[config.mk]
export PLATFORM = sky130hd
export DESIGN_NAME = mat_vec_loader
export DESIGN_NICKNAME = d
export VERILOG_FILES = /design/src/rtl/mvm_pkg.sv /design/src/rtl/mat_vec_loader.sv
export SDC_FILE = /design/constraint.sdc
export NUM_CORES = 1
export LEC_CHECK = 0
export ABC_AREA = 1
export CAP_MARGIN = 20
export CORE_ASPECT_RATIO = 1.5
export CORE_UTILIZATION = 47
export DETAILED_ROUTE_END_ITERATION = 8
export GPL_TIMING_DRIVEN = 0
export PLACE_DENSITY = 0.79
export SLEW_MARGIN = 40
export SYNTH_ARGS = -nofsm -noshare
export SYNTH_HDL_FRONTEND = slang
export SYNTH_SLANG_ARGS = --single-unit
[constraint.sdc]
create_clock -name clk -period 2.15 [get_ports clk]
set_clock_uncertainty 0.05 [all_clocks]
set_input_delay 0.215 -clock clk [delete_from_list [all_inputs] [get_ports clk]]
set_output_delay 0.215 -clock clk [all_outputs]
set_load 0.01 [all_outputs]
[src/rtl/mvm_pkg.sv]
// Shared definitions for the 8x8 matrix-vector MAC engine, its loader and benches.
//   ldr_state_t : loader FSM state encoding
//   N_ROWS      : number of A FIFOs (matrix rows)
//   N_COLS      : elements per row, also the B vector length
//   JOB_BYTES   : bytes in one job stream (matrix then vector)
//   IDX_W       : width of the row/col/vector index counters
package mvm_pkg;

  localparam int unsigned N_ROWS    = 8;
  localparam int unsigned N_COLS    = 8;
  localparam int unsigned JOB_BYTES = N_ROWS * N_COLS + N_COLS;
  localparam int unsigned IDX_W     = 3;

  typedef enum logic [2:0] {
    IDLE,
    CLR,
    LOAD_A,
    LOAD_B,
    FIN
  } ldr_state_t;

endpackage

[src/rtl/mat_vec_loader.sv]
// Write-side front end of the 8x8 matrix-vector MAC engine. Accepts one 72-byte job
// (64 row-major matrix bytes, then 8 vector bytes) on a valid/ready stream and steers
// each byte into its per-row A FIFO or the B vector FIFO through a registered write stage.
//   clk, rst              : clock, synchronous active-high reset
//   start                 : job request, honoured only in IDLE with all FIFOs empty
//   in_data/valid/last    : input stream; in_last marks the 72nd byte
//   in_ready              : high in LOAD_A/LOAD_B
//   a_empty, b_empty      : FIFO empty flags, gate job start
//   a_wren, a_fifo_in     : per-row A FIFO write port (one cycle after the handshake)
//   b_wren, b_fifo_in     : B FIFO write port (one cycle after the handshake)
//   Clr                   : one-cycle accumulator clear before loading
//   busy                  : state != IDLE
//   done                  : one-cycle pulse in FIN, coincident with the last B write
//   err                   : sticky framing error for the current job
module mat_vec_loader
  import mvm_pkg::*;
#(
  parameter int unsigned DATA_WIDTH = 8,
  parameter int unsigned DEPTH      = 8
) (
  input  logic                  clk,
  input  logic                  rst,
  input  logic                  start,
  input  logic [DATA_WIDTH-1:0] in_data,
  input  logic                  in_valid,
  input  logic                  in_last,
  output logic                  in_ready,
  input  logic                  a_empty   [N_ROWS-1:0],
  input  logic                  b_empty,
  output logic                  a_wren    [N_ROWS-1:0],
  output logic [DATA_WIDTH-1:0] a_fifo_in [N_ROWS-1:0],
  output logic                  b_wren,
  output logic [DATA_WIDTH-1:0] b_fifo_in,
  output logic                  Clr,
  output logic                  busy,
  output logic                  done,
  output logic                  err
);

  localparam logic [IDX_W-1:0] LAST_ROW = IDX_W'(N_ROWS - 1);
  localparam logic [IDX_W-1:0] LAST_COL = IDX_W'(N_COLS - 1);
  // A FIFO shallower than one row/vector could overflow; such a loader never starts.
  localparam bit DEPTH_OK = (DEPTH >= N_COLS);

  ldr_state_t            r_state;
  logic [IDX_W-1:0]      r_row;
  logic [IDX_W-1:0]      r_col;
  logic [IDX_W-1:0]      r_bidx;
  logic                  r_err;
  logic                  r_a_wren [N_ROWS-1:0];
  logic [DATA_WIDTH-1:0] r_a_data [N_ROWS-1:0];
  logic                  r_b_wren;
  logic [DATA_WIDTH-1:0] r_b_data;

  logic w_all_empty;
  logic w_hs;
  logic w_last_byte;
  logic w_frame_bad;

  always_comb begin
    w_all_empty = b_empty;
    for (int i = 0; i < N_ROWS; i++) begin
      w_all_empty = w_all_empty & a_empty[i];
    end
  end

  assign in_ready    = (r_state == LOAD_A) || (r_state == LOAD_B);
  assign w_hs        = in_valid & in_ready;
  assign w_last_byte = (r_state == LOAD_B) && (r_bidx == LAST_COL);
  // in_last must coincide exactly with the 72nd handshake
  assign w_frame_bad = w_hs & (in_last != w_last_byte);

  always_ff @(posedge clk) begin
    if (rst) begin
      r_state  <= IDLE;
      r_row    <= '0;
      r_col    <= '0;
      r_bidx   <= '0;
      r_err    <= 1'b0;
      r_b_wren <= 1'b0;
      r_b_data <= '0;
      for (int i = 0; i < N_ROWS; i++) begin
        r_a_wren[i] <= 1'b0;
        r_a_data[i] <= '0;
      end
    end else begin
      // write enables are single-cycle; data registers hold between writes
      r_b_wren <= 1'b0;
      for (int i = 0; i < N_ROWS; i++) begin
        r_a_wren[i] <= 1'b0;
      end
      if (w_frame_bad) begin
        r_err <= 1'b1;
      end

      case (r_state)
        IDLE: begin
          if (start && w_all_empty && DEPTH_OK) begin
            r_state <= CLR;
            r_err   <= 1'b0;
            r_row   <= '0;
            r_col   <= '0;
            r_bidx  <= '0;
          end
        end
        CLR: r_state <= LOAD_A;
        LOAD_A: begin
          if (w_hs) begin
            r_a_wren[r_row] <= 1'b1;
            r_a_data[r_row] <= in_data;
            r_col           <= r_col + 1'b1;
            if (r_col == LAST_COL) begin
              r_row <= r_row + 1'b1;
              if (r_row == LAST_ROW) begin
                r_state <= LOAD_B;
              end
            end
          end
        end
        LOAD_B: begin
          if (w_hs) begin
            r_b_wren <= 1'b1;
            r_b_data <= in_data;
            r_bidx   <= r_bidx + 1'b1;
            if (r_bidx == LAST_COL) begin
              r_state <= FIN;
            end
          end
        end
        FIN:     r_state <= IDLE;
        default: r_state <= IDLE;
      endcase
    end
  end

  assign a_wren    = r_a_wren;
  assign a_fifo_in = r_a_data;
  assign b_wren    = r_b_wren;
  assign b_fifo_in = r_b_data;
  assign Clr       = (r_state == CLR);
  assign busy      = (r_state != IDLE);
  assign done      = (r_state == FIN);
  assign err       = r_err;

endmodule

==> results of run 1 <==
power by group through the flow:
| stage | clock [mW] | sequential (mW) | combinational (mW) |
|---|---|---|---|
| CTS | 1.79 | 2.06 | 1.32 |
| finish | 1.78 | 2.06 | 1.32 |
| detailed placement | 0 | 2.10 | 1.30 |
| global route | 1.87 | 2.08 | 1.48 |
| global placement | 0 | 2.09 | 1.25 |
| floorplan | 0 | 2.10 | 0.862 |
worst max-delay path, delay by kind of cell, from the launching register on:
kind,cells,cell delay (ns)
simple gates,4,1.06
flops,1,0.36
buf+inv,1,0.12
compound gates,1,0.28
routing by layer:
metal / vias up / global-route usage, % / wire length [um]
met4: 0 / 11.4 / 260
met2: 112 / 41.2 / 4940
li1: 1772 / - / -
met3: 18 / 4.56 / 430
met1: 1613 / 27.4 / 3820
met5: - / 0 / 0
layout make-up:
cell class,instances,area share (%)
Sequential cell,94,35.9
Multi-Input combinational cell,324,30.2
Timing Repair Buffer,107,20.5
Clock buffer,10,4.37
Inverter,44,3.30
Tap cell,102,2.44
Clock inverter,6,2.10
Buffer,14,1.20
flip-flops by register name (all words and copies together), names as in the netlist:
name       flops
a_wren         8
r_bidx         3
a_fifo_in     64
r_col          3
b_fifo_in      8
err            1
r_state        3
b_wren         1
r_row          3
what timing repair did:
action                     in CTS  in global routing
resized for setup               0                  1
hold endpoints to repair        0                  0
hold buffers                    0                  0
setup buffers                   0                  0
setup endpoints to repair       0                  1
worst min path at each step:
stage	slack (ns)	endpoint
3_5_place_dp	0.40	a_fifo_in[15]$_SDFFE_PP0P_
6_report	0.40	a_fifo_in[13]$_SDFFE_PP0P_
3_3_place_gp	0.39	a_fifo_in[14]$_SDFFE_PP0P_
5_1_grt	0.43	b_fifo_in[5]$_SDFFE_PP0P_
4_1_cts	0.41	a_fifo_in[13]$_SDFFE_PP0P_
2_1_floorplan	0.32	r_state[1]$_SDFFE_PP0P_
logic make-up (layout without fill, tap and decap cells):
group	count (synthesis)	after routing
fa+ha+maj	6	6
flops	94	94
simple gates	229	229
compound gates	89	89
buf+inv	58	181
layout by cell type (no fill, tap or decap):
master / n
nand4_4: 6
clkdlybuf4s50_1: 107
nor2_1: 141
buf_4: 2
nand3_4: 2
clkinv_1: 1
ha_1: 6
bufinv_16: 3
nor3_1: 4
clkbuf_16: 9
buf_2: 2
inv_2: 2
nand3_1: 15
a21oi_1: 20
nor2_2: 1
inv_1: 35
nand2_4: 1
clkinv_2: 7
a31o_2: 1
o21ai_0: 65
clkbuf_1: 11
clkinvlp_4: 2
o21ai_1: 2
nand4_1: 6
nand2_1: 52
nor3_4: 1
a211oi_1: 1
dfxtp_1: 94
Yosys cell counts (all sizes together):
cell and instances:
inv 37, o21ai 67, nor3 5, clkbuf 10, nand3 17, nand4 12
ha 6, a21oi 20, buf 4, dfxtp 94, nand2 53, a31o 1
clkinv 7, a211oi 1, nor2 142
==> summary.txt, run 1 <==
Yosys
  – Ranking of synthesized cells by area: dfxtp_1 51%, nor2_1 14%, o21ai_0 8.8%
  – #FFs+latches synth: 94
  – Synth Area in XOR/XNOR: 0%
  – Adder-Cell Fraction of Synth Area: 2.03%
  – Syn Nets: 504
  – Seq/Total Area, Yosys: 50.9%
  – Share of the synthesized area in the top cell type: 50.9%
  – Synth warn: 0
  – Synth unique cells: 23
  – Cell Area, Synth: 3690 um2
  – Cells after Synth: 476
  – Complex-gate fraction of the synthesized area: 12.2%
  – Syn_area_per_cell: 7.76 um2
  – Mux share of post-synthesis cell area: 0%
  – Cell taking the most area after synthesis: dfxtp_1
  – Simple logic cell fraction of the synthesized area: 28.4%
  – Largest family of logic cells by synthesized area: simple AND/OR/NAND/NOR gates

STA
  – Worst-Margin Slew: 0.816 ns
  – Final setup viols: 0
  – Final worst slack: 0.171 ns
  – Slew Limit Headroom: 45.4%
  – Post-layout min period: 1.98 ns
  – RSZ-0062 raised after global routing: no
  – Setup TNS: 0 ns
  – Final Slew Violations: 0
  – Fin. Hold Viols: 0
  – Hold_ws: 0.405 ns
  – Final Cycle Share: 92.1%
  – Max Freq: 505 MHz

Setup path
  – Setup crit end kind: flop
  – CP Max Fanout: 10
  – Worst-path cell chain: inv_2, nand2_4, nor3_4, nand4_4, o21ai_0, nor2_1
  – Reg2Reg Setup Slack: 0.17 ns
  – Critical Path AT: 2.16 ns
  – CP max-delay cell: nor3_4
  – Reg2reg start: r_state[2]$_SDFFE_PP0P_
  – Setup crit end: a_fifo_in[45]$_SDFFE_PP0P_
  – CP Class: flop to flop
  – Reg2reg end: a_fifo_in[45]$_SDFFE_PP0P_
  – Critical Path Start Type: flop
  – Reg2Reg Depth: 6
  – Crit-path max cell delay: 0.63 ns
  – Worst Path Required: 2.33 ns
  – CP Launch Point: r_state[2]$_SDFFE_PP0P_

Cells and area
  – Final net count: 622
  – Fillers: 639
  – Fin util: 68.8%
  – Area occupied by multi-input gates: 1580 um2
  – Layout cell share with drive strength beyond 1: 6.51%
  – ANT cells: 0
  – Fin cells: 701
  – FF/Latch Area: 1880 um2
  – Final non-filler cell area: 5240 um2
  – Synthesis-to-finish area growth: 41.7%

Floorplan
  – Std cell rows: 39
  – Ports: 108
  – Initial Util: 48.5%
  – Core Area: 7610 um2
  – Die Width: 74.4 um
  – Die area: 8230 um2
  – Die height: 111 um

Hold path
  – Hold Path Depth: 2
  – Hold Crit Start: a_fifo_in[13]$_SDFFE_PP0P_
  – Tightest Hold Check Type: flop to flop

GRT
  – Largest net degree at the start of global routing: 16
  – Gr usage total: 23.9%
  – Vias in the first global route: 3289
  – First-pass GRT wire length: 15200 um
  – Initial antenna violation count: 0
  – GRT overflow: 0

Clock network
  – CTS Buf Count: 9
  – Skew-Pair Late Insertion Delay: 0.34 ns
  – Clk sinks: 94
  – Root buffer cell: clkbuf_16
  – CTS max path bufs: 2
  – CTS tree: yes
  – Htree depth: 3
  – Clock transition at path regs: 0.06 ns

Power and ir drop
  – Cell Pwr Density: 987 nW/um2
  – Combinational share of power: 25.6%
  – Seq pwr share: 39.9%
  – Net Sw Frac: 31.8%
  – P_sw: 1.65 mW
  – VDD IR max: 0.808 mV
  – Clk pwr share: 34.5%
  – Pleak: 2.02 nW
  – Internal power: 3.52 mW
  – Total Power: 5.17 mW

Drt
  – Final ANT Viol Nets: 0
  – DRC: 0
  – Via Count: 3515
  – Pre-antenna DRT Iters: 4
  – Total wire length: 9450 um
  – DR iter-0 viols: 217
  – Avg WL per Cell: 13.5 um
  – Drt via density: 5.01

Run
  – # Max-Cap Violations: 0

Placed design
  – Place WS: -0.197 ns
  – Port Buffers: 107
  – GP Congestion: 0.893
  – Placed cell area: 4890 um2
  – Post-DP HPWL: 6880 um
  – Placed insts: 685

Run status
  – Outcome: complete, no violations
No activity file was read; power rests on OpenSTA's default activity.
==> run 2: changes to the inputs <==
--- a/config.mk
+++ b/config.mk
@@ -6,12 +6,12 @@
 export NUM_CORES = 1
 export LEC_CHECK = 0
 export ABC_AREA = 1
-export CAP_MARGIN = 20
 export CORE_ASPECT_RATIO = 1.5
 export CORE_UTILIZATION = 47
 export DETAILED_ROUTE_END_ITERATION = 8
 export GPL_TIMING_DRIVEN = 0
 export PLACE_DENSITY = 0.79
+export REMOVE_ABC_BUFFERS = 1
 export SLEW_MARGIN = 40
 export SYNTH_ARGS = -nofsm -noshare
 export SYNTH_HDL_FRONTEND = slang
==> run 2 against run 1 <==
Hold slack got worse by 0.17 ns. Critical path type is now flop to output pin. Worst setup slack improved by 0.028 ns. Die area did not move. Clock-buffer cell count rose by 3. Sequential cell count did not move. Cell count fell by 1.7%. Critical endpoint is now busy. Via count fell by 0.46%.
==> summary.txt, run 2 (synthesis results as in run 1) <==
Placed design
  – Placed cell area: 4850 um2 (-0.95%)
  – Place WS: -0.206 ns (-0.00872 ns)
  – GP Congestion: 0.851 (-4.7%)
  – Port Buffers: 107 (unchanged)
  – Post-DP HPWL: 6580 um (-4.3%)

Drt
  – Total wire length: 9540 um (+0.99%)
  – Avg WL per Cell: 13.9 um (+2.8%)
  – DR iter-0 viols: 280 (+29%)
  – Drt via density: 5.08 (+1.3%)
  – Final ANT Viol Nets: 0 (unchanged)
  – Via Count: 3499 (-0.46%)
  – DRC: 0 (unchanged)
  – Pre-antenna DRT Iters: 4 (unchanged)

STA
  – Final Slew Violations: 0 (unchanged)
  – Worst-Margin Slew: 0.666 ns (-0.151 ns)
  – Setup TNS: 0 ns (unchanged)
  – Final Cycle Share: 90.8% (-1.3 points)
  – RSZ-0062 raised after global routing: no
  – Final worst slack: 0.199 ns (+0.0279 ns)
  – Post-layout min period: 1.95 ns (-0.0279 ns)
  – Final setup viols: 0 (unchanged)
  – Slew Limit Headroom: 55.5% (+10 points)
  – Hold_ws: 0.235 ns (-0.170 ns)
  – Max Freq: 512 MHz (+1.4%)
  – Fin. Hold Viols: 0 (unchanged)

GRT
  – GRT overflow: 0 (unchanged)
  – Initial antenna violation count: 0 (unchanged)
  – Vias in the first global route: 3149 (-4.3%)
  – First-pass GRT wire length: 15000 um (-1.1%)
  – Gr usage total: 23.8% (-0.18 points)
  – Largest net degree at the start of global routing: 47 (+31)

Run status
  – Outcome: complete, no violations

Cells and area
  – Commonest non-fill, non-tap cells in the layout: 140 x nor2_1, 106 x clkdlybuf4s50_1, 94 x dfxtp_1
  – Commonest non-fill, non-tap cell in the layout: nor2_1
  – ANT cells: 0 (unchanged)
  – Fillers: 652 (+2.0%)
  – Final non-filler cell area: 5170 um2 (-1.1%)
  – Max reg flops: 64 (unchanged)
  – Synthesis-to-finish area growth: 40.1%
  – Layout cell share with drive strength beyond 1: 6.64% (+0.13 points)
  – Final net count: 610 (-1.9%)

Power and ir drop
  – VDD IR max: 0.801 mV (-0.85%)
  – Pleak: 1.99 nW (-1.1%)
  – Total Power: 4.97 mW (-3.8%)
  – Cell Pwr Density: 961 nW/um2 (-2.7%)

Hold path
  – Tightest Hold Check Type: primary input to flop
  – Hold Crit Start: rst
  – WHS Endpoint: b_wren$_SDFF_PP0_
  – Hold Path Depth: 2 (unchanged)

Setup path
  – CP Max Fanout: 8 (-2)
  – CP Class: flop to output pin
  – Reg2Reg Setup Slack: 0.21 ns (+0.04 ns)
  – Reg2Reg Depth: 5 (-1)
  – Critical Path Start Type: flop
  – CP max-delay cell: clkdlybuf4s50_1
  – Worst Path Required: 1.88 ns (-0.45 ns)
  – Crit-path max cell delay: 0.56 ns (-0.07 ns)
  – Setup crit end kind: output pin
  – Worst-path cell chain: nor2_2, nand2_1, clkdlybuf4s50_1
  – Reg2reg end: b_fifo_in[2]$_SDFFE_PP0P_
  – Critical Path AT: 1.69 ns (-0.47 ns)
  – Reg2reg start: r_state[1]$_SDFFE_PP0P_

Clock network
  – Clk sinks: 94 (unchanged)
  – Clock transition at path regs: 0.06 ns (about the same)
  – Root buffer cell: clkbuf_16
  – Skew-Pair Late Insertion Delay: 0.34 ns (about the same)
  – CTS Buf Count: 9 (unchanged)
  – CTS max path bufs: 2 (unchanged)
  – Htree depth: 3 (unchanged)
  – CTS tree: yes
  – Post-CTS Hold Fix Bufs: 0 (unchanged)

Floorplan
  – Core Area: 7610 um2 (unchanged)
  – Die height: 111 um (unchanged)
  – Initial Util: 48.5% (unchanged)
  – Die area: 8230 um2 (unchanged)
  – Std cell rows: 39 (unchanged)
  – Die Width: 74.4 um (unchanged)
  – Ports: 108 (unchanged)

Run
  – # Max-Cap Violations: 0 (unchanged)
==> run 2: cell count changes in the layout (fill, tap and decap cells not counted), sizes merged <==
cell	before	now
buf	4	3
bufinv	3	1
clkbuf	20	13
clkdlybuf4s50	107	106
clkinvlp	2	1
==> run 2: cell type report <==
| class | instances | area (um2) | share of cell area, % |
|---|---|---|---|
| clock buffer | 13 | 260 | 5.03 |
| clock inverter | 3 | 42.5 | 0.822 |
| inverter | 44 | 174 | 3.36 |
| multi-input combinational | 324 | 1580 | 30.6 |
| sequential | 94 | 1880 | 36.4 |
| tap | 102 | 128 | 2.47 |
| timing repair buffer | 109 | 1110 | 21.4 |
==> run 2: critical path, delay by kind of cell (launching register included) <==
kind | cells | cell delay (ns)
flops | 1 | 0.50
simple gates | 2 | 0.29
buf+inv | 1 | 0.56
==> run 2: what timing repair did <==
action | in CTS | in global routing
setup endpoints to repair | 0 | 24
buffers inserted | 0 | 1
resized for setup | 0 | 1
==> run 2: report_power, final <==
part / internal (mW) / switching [mW]
Clock: 0.963 / 0.638
Sequential: 1.89 / 0.207
Combinational: 0.473 / 0.795
==> run 2: per-layer routing <==
metal | GRT usage (%) | up-vias | part of all wire, %
met5 | 0 | - | 0
met4 | 11.6 | 0 | 3.7
met3 | 4.74 | 27 | 4.1
met2 | 39.1 | 110 | 51
met1 | 28.7 | 1616 | 41
li1 | - | 1746 | -
==> run 2: metrics by stage <==
| step | instances | util (%) |
|---|---|---|
| finish | 689 | 68.0 |
| CTS | 688 | 67.7 |
| floorplan | 462 | - |
| detailed placement | 672 | 63.7 |
| global placement | 671 | 63.5 |
| global route | 689 | 68.0 |
==> run 2: worst max-delay path by stage <==
stage,from,end,slack (ns),cells after the start
3_3_place_gp,rst,a_fifo_in[8]$_SDFFE_PP0P_,-1.32,4
5_1_grt,r_state[0]$_SDFFE_PP0P_,r_state[0]$_SDFFE_PP0P_,0.05,7
3_5_place_dp,in_valid,a_fifo_in[11]$_SDFFE_PP0P_,-0.21,6
2_1_floorplan,r_state[0]$_SDFFE_PP0P_,r_state[0]$_SDFFE_PP0P_,0.38,7
6_report,r_state[0]$_SDFFE_PP0P_,busy,0.20,3
4_1_cts,r_state[1]$_SDFFE_PP0P_,a_fifo_in[40]$_SDFFE_PP0P_,0.02,5
